<file path="src/rtl/regfile_pkg.sv">
// Shared defaults and state encoding for the register-file read port.
package regfile_pkg;
  localparam int DEF_DATA_WIDTH = 64;
  localparam int DEF_ADDR_WIDTH = 5;
  localparam int DEF_ZERO_REG   = 31;

  typedef enum logic {
    ST_EMPTY = 1'b0,
    ST_FULL  = 1'b1
  } rsp_state_e;
endpackage

</file>
<file path="src/rtl/read_operand_slot.sv">
// One held operand: capture with zero-reg/forwarding priority, then track
// later writes to the held address so the response never goes stale.
module read_operand_slot
  import regfile_pkg::*;
#(
  parameter int DATA_WIDTH = DEF_DATA_WIDTH,
  parameter int ADDR_WIDTH = DEF_ADDR_WIDTH,
  parameter int ZERO_REG   = DEF_ZERO_REG
) (
  input  logic                  clk,
  input  logic                  reset,
  input  logic                  i_load,
  input  logic                  i_snoop_en,
  input  logic [ADDR_WIDTH-1:0] i_rd_addr,
  input  logic [DATA_WIDTH-1:0] i_rf_data,
  input  logic                  i_wr_enable,
  input  logic [ADDR_WIDTH-1:0] i_wr_addr,
  input  logic [DATA_WIDTH-1:0] i_wr_data,
  output logic [DATA_WIDTH-1:0] o_data
);
  localparam logic [ADDR_WIDTH-1:0] ZERO_ADDR = ADDR_WIDTH'(ZERO_REG);

  logic [ADDR_WIDTH-1:0] r_addr;
  logic [DATA_WIDTH-1:0] r_data;
  logic [DATA_WIDTH-1:0] w_capture;
  logic                  w_snoop_hit;

  always_comb begin
    if (i_rd_addr == ZERO_ADDR)
      w_capture = '0;
    else if (i_wr_enable && (i_wr_addr == i_rd_addr))
      w_capture = i_wr_data;
    else
      w_capture = i_rf_data;
  end

  // The zero register is never a valid snoop target.
  assign w_snoop_hit = i_snoop_en && i_wr_enable &&
                       (i_wr_addr == r_addr) && (r_addr != ZERO_ADDR);

  always_ff @(posedge clk or posedge reset) begin
    if (reset) begin
      r_addr <= ZERO_ADDR;
      r_data <= '0;
    end else if (i_load) begin
      r_addr <= i_rd_addr;
      r_data <= w_capture;
    end else if (w_snoop_hit) begin
      r_data <= i_wr_data;
    end
  end

  assign o_data = r_data;
endmodule

</file>
<file path="src/rtl/regfile_read_port.sv">
// Registered two-operand read port with write forwarding and a one-entry
// valid/ready response buffer supporting one response per cycle.
module regfile_read_port
  import regfile_pkg::*;
#(
  parameter int DATA_WIDTH = DEF_DATA_WIDTH,
  parameter int ADDR_WIDTH = DEF_ADDR_WIDTH,
  parameter int ZERO_REG   = DEF_ZERO_REG
) (
  input  logic                  clk,
  input  logic                  reset,
  input  logic                  req_valid,
  output logic                  req_ready,
  input  logic [ADDR_WIDTH-1:0] rd_addr_a,
  input  logic [ADDR_WIDTH-1:0] rd_addr_b,
  output logic [ADDR_WIDTH-1:0] rf_addr_a,
  output logic [ADDR_WIDTH-1:0] rf_addr_b,
  input  logic [DATA_WIDTH-1:0] rf_data_a,
  input  logic [DATA_WIDTH-1:0] rf_data_b,
  input  logic                  wr_enable,
  input  logic [ADDR_WIDTH-1:0] wr_addr,
  input  logic [DATA_WIDTH-1:0] wr_data,
  output logic                  rsp_valid,
  input  logic                  rsp_ready,
  output logic [DATA_WIDTH-1:0] rsp_data_a,
  output logic [DATA_WIDTH-1:0] rsp_data_b
);
  rsp_state_e r_state;
  rsp_state_e w_state_next;
  logic       w_accept;
  logic       w_snoop_en;

  assign rf_addr_a = rd_addr_a;
  assign rf_addr_b = rd_addr_b;

  always_ff @(posedge clk or posedge reset) begin
    if (reset) r_state <= ST_EMPTY;
    else       r_state <= w_state_next;
  end

  always_comb begin
    w_state_next = r_state;
    case (r_state)
      ST_EMPTY: if (w_accept) w_state_next = ST_FULL;
      ST_FULL:  if (rsp_ready && !w_accept) w_state_next = ST_EMPTY;
      default:  w_state_next = ST_EMPTY;
    endcase
  end

  always_comb begin
    req_ready  = (r_state == ST_EMPTY) || rsp_ready;
    rsp_valid  = (r_state == ST_FULL);
    w_accept   = req_valid && req_ready;
    w_snoop_en = (r_state == ST_FULL);
  end

  read_operand_slot #(
    .DATA_WIDTH(DATA_WIDTH),
    .ADDR_WIDTH(ADDR_WIDTH),
    .ZERO_REG  (ZERO_REG)
  ) u_slot_a (
    .clk        (clk),
    .reset      (reset),
    .i_load     (w_accept),
    .i_snoop_en (w_snoop_en),
    .i_rd_addr  (rd_addr_a),
    .i_rf_data  (rf_data_a),
    .i_wr_enable(wr_enable),
    .i_wr_addr  (wr_addr),
    .i_wr_data  (wr_data),
    .o_data     (rsp_data_a)
  );

  read_operand_slot #(
    .DATA_WIDTH(DATA_WIDTH),
    .ADDR_WIDTH(ADDR_WIDTH),
    .ZERO_REG  (ZERO_REG)
  ) u_slot_b (
    .clk        (clk),
    .reset      (reset),
    .i_load     (w_accept),
    .i_snoop_en (w_snoop_en),
    .i_rd_addr  (rd_addr_b),
    .i_rf_data  (rf_data_b),
    .i_wr_enable(wr_enable),
    .i_wr_addr  (wr_addr),
    .i_wr_data  (wr_data),
    .o_data     (rsp_data_b)
  );
endmodule

</file>
<file path="config.mk">
export PLATFORM = sky130hd
export DESIGN_NAME = regfile_read_port
export DESIGN_NICKNAME = d
export VERILOG_FILES = /design/src/rtl/regfile_pkg.sv /design/src/rtl/read_operand_slot.sv /design/src/rtl/regfile_read_port.sv
export SDC_FILE = /design/constraint.sdc
export NUM_CORES = 1
export LEC_CHECK = 0
export ABC_AREA = 0
export BUFFER_PORTS_ARGS = -buffer_cell sky130_fd_sc_hd__buf_2
export CAP_MARGIN = 0
export CORE_MARGIN = 10
export CORE_UTILIZATION = 40
export CTS_CLUSTER_DIAMETER = 40
export CTS_CLUSTER_SIZE = 25
export DETAILED_ROUTE_END_ITERATION = 10
export PLACE_DENSITY = 0.69
export SLEW_MARGIN = 10
export SYNTH_ARGS = -nofsm -noshare
export SYNTH_HDL_FRONTEND = slang
export SYNTH_HIERARCHICAL = 1
export SYNTH_SLANG_ARGS = --single-unit
</file>
<file path="constraint.sdc">
create_clock -name clk -period 2.11 [get_ports clk]
set_clock_uncertainty 0.05 [all_clocks]
set_input_delay 0.3165 -clock clk [delete_from_list [all_inputs] [get_ports clk]]
set_output_delay 0.3165 -clock clk [all_outputs]
set_load 0.02 [all_outputs]
</file>
==> results.tsv <==
metric	value	unit
clock_latency	420	ps
pre_cts_slack	22.7	ps
crit_start	u_slot_b/r_addr[2]	
fin_ws	61.0	ps
io_buffers	351	
crit_family	compound AO/OA/AOI/OAI gates	
fin_crit_sh	97.1	%
stdcell_count	1600	
die_w	176	um
power.internal	6100	uW
hold_ws	54.5	ps
num_io_pins	352	
via_per_inst	6.91	
synth_area_per_cell	9.71	um2
synth.area.top_cells	dfrtp_1 (33%), o311ai_0 (11%), o32ai_1 (11%), a211oi_1 (9.8%), o31ai_1 (9.2%)	
cp-start-kind	flop	
min_period	2050	ps
synth_area_leader_cell	dfrtp_1	
reg2reg_depth	5	
syn_nets	1217	
first_global_vias	11100	
wire_per_inst	27.1	um
p_seq_share	34.4	%
ys_seq_area_share	35.8	%
grtUsageTotal	26.5	%
end_kind	flop	
cts_buffers	17	
p_leak	0.00495	uW
peakVddDrop	0.406	mV
postRouteAntennaNets	0	
run_status	finished, final reports clean	
routed_wl	43300	um
clock_sinks	139	
grt_max_degree	69	
die_y	176	um
p_clk_share	30.5	%
rrSetupSlack	60	ps
worstSetupEndpoint	u_slot_b/o_data[54]	
synth_most_common_cell	dfrtp_1	
mappedNetlistArea	9760	um2
switching_power	3850	uW
core_area	24200	um2
synth.distinct_cells	36	
dieArea	31000	um2
rsz0062_at_grt	yes	
drc	0	
syn_inst	1005	
synth_top_flop_cell	dfrtp_1	
drt_iter0_markers	1465	
slowest_stage	dfstp_2	
worst-path-stages	5	
slew_headroom	50.2	%
area_growth	27.8	%
antenna_found_initial	1	
holdCritPathClass	in -> reg	
worstPathArrival	2310	ps
grt_pass1_wl	66400	um
tightest_slew	747	ps
regToRegStartpoint	u_slot_b/r_addr[2]	
hold_viol_final	0	
synth_edf_count	0	
cts_max_level	4	
drive_gt1_share	37.0	%
initial_core_util	40.4	%
gp_congestion	0.887	
path_clk_slew	60	ps
setup_viol	0	
cp_max_fo	31	
crit_required	2380	ps
tritoncts	built	
synth_warnings	6	
swShare	38.7	%
ys_top_cells_by_count	dfrtp_1 (129), a211oi_1 (128), nor2b_1 (128)	
max_cap_violations	0	
power.share.combinational	35.0	%
cp.buffers_inverters	1	
synth_async_sr_flop_share	100	%
path_cells	xnor2_1 -> o2111ai_4 -> o31a_2 -> buf_12 -> o31ai_1	
ys_ff_latch	139	
nets	1474	
critPathMaxStageDelay	540	ps
power_density	798	nW/um2
dr.pass1.iters	5	
power.total	9950	uW
drv_slew	0	
synth_top_area_share	33.1	%
hpwl	28700	um
cts_root_buf	clkbuf_16	
ctsLongestPathBuffers	2	
grt_overflow	0	
dp_cells	1566	
num_rows	57	
rr_endpoint	u_slot_b/o_data[54]	
critical_path_class	reg -> reg	
fmax	488	MHz
vias	11100	
[what timing repair did]
item,CTS,global route
endpoints found under the setup margin,0,23
hold buffers,1,0
endpoints found under the hold margin,36,0
setup buffers,0,0
gates resized for setup,0,5
[registers in the layout, summed over array words and instances, names as in the netlist]
name,flops
u_slot_a/o_data,64
u_slot_b/o_data,64
u_slot_a/r_addr,5
rsp_valid,1
u_slot_b/r_addr,5
[cells by family after synthesis]
logic type / count (synthesis) / share of synthesized area [%]
compound gates: 518 / 43.4
xor+xnor: 18 / 1.62
buf+inv: 167 / 8.32
flops: 139 / 35.8
mux: 8 / 0.923
simple gates: 155 / 9.94
[cell usage in the layout, fill, tap and decap left out, types with 3 or more instances in the layout]
master       n
o41ai_1      4
buf_12      23
xnor2_1     18
o31ai_2      4
a211oi_1   128
mux2_2       8
buf_2      351
o32ai_1    124
inv_1        3
buf_4       22
o31ai_1    120
nor2b_1    128
o311ai_0   120
nor2_1       4
clkinv_2     6
clkbuf_16   17
nor3_1       4
o311ai_1     8
dfstp_2     10
dfrtp_1    129
[layer usage]
metal	GRT usage (%)	share of wire [%]
met4	14.2	4.9
met3	5.81	10
met2	40.7	46
met1	34.2	39
met5	0	0
[worst min-delay path by stage]
stage	startpoint	to	slack, ps	depth (start not counted)
4_1_cts	req_valid	rsp_valid	40	2
5_1_grt	req_valid	rsp_valid	50	2
3_5_place_dp	reset	rsp_valid	170	2
3_3_place_gp	reset	rsp_valid	170	2
6_report	req_valid	rsp_valid	50	2
2_1_floorplan	reset	rsp_valid	-5	1
[final cells by class]
type | instances | area [um2]
repair buffers | 398 | 2400
well taps | 324 | 405
flip-flops and latches | 139 | 3490
clock inverters | 11 | 121
clock buffers | 20 | 447
fillers | 2239 | 11700
diodes | 2 | 5.00
inverters | 7 | 28.8
multi-input cells | 699 | 5570
[per-stage QoR]
step | setup TNS, ps | instance area (um2) | utilization, %
2_1_floorplan | 0 | 9760 | -
3_3_place_gp | 0 | 11900 | 49.2
3_5_place_dp | 0 | 11900 | 49.2
4_1_cts | 0 | 12500 | 51.6
5_1_grt | -0.119 | 12500 | 51.6
6_report | 0 | 12500 | 51.6
[power by group through the flow]
stage	sequential [uW]	combinational (uW)	clock, uW
2_1_floorplan	3920	1520	0
3_3_place_gp	3450	3400	0
3_5_place_dp	3460	3440	0
4_1_cts	3420	3450	3060
5_1_grt	3460	3720	3180
6_report	3430	3490	3040
(Power assumes the default switching activity.)
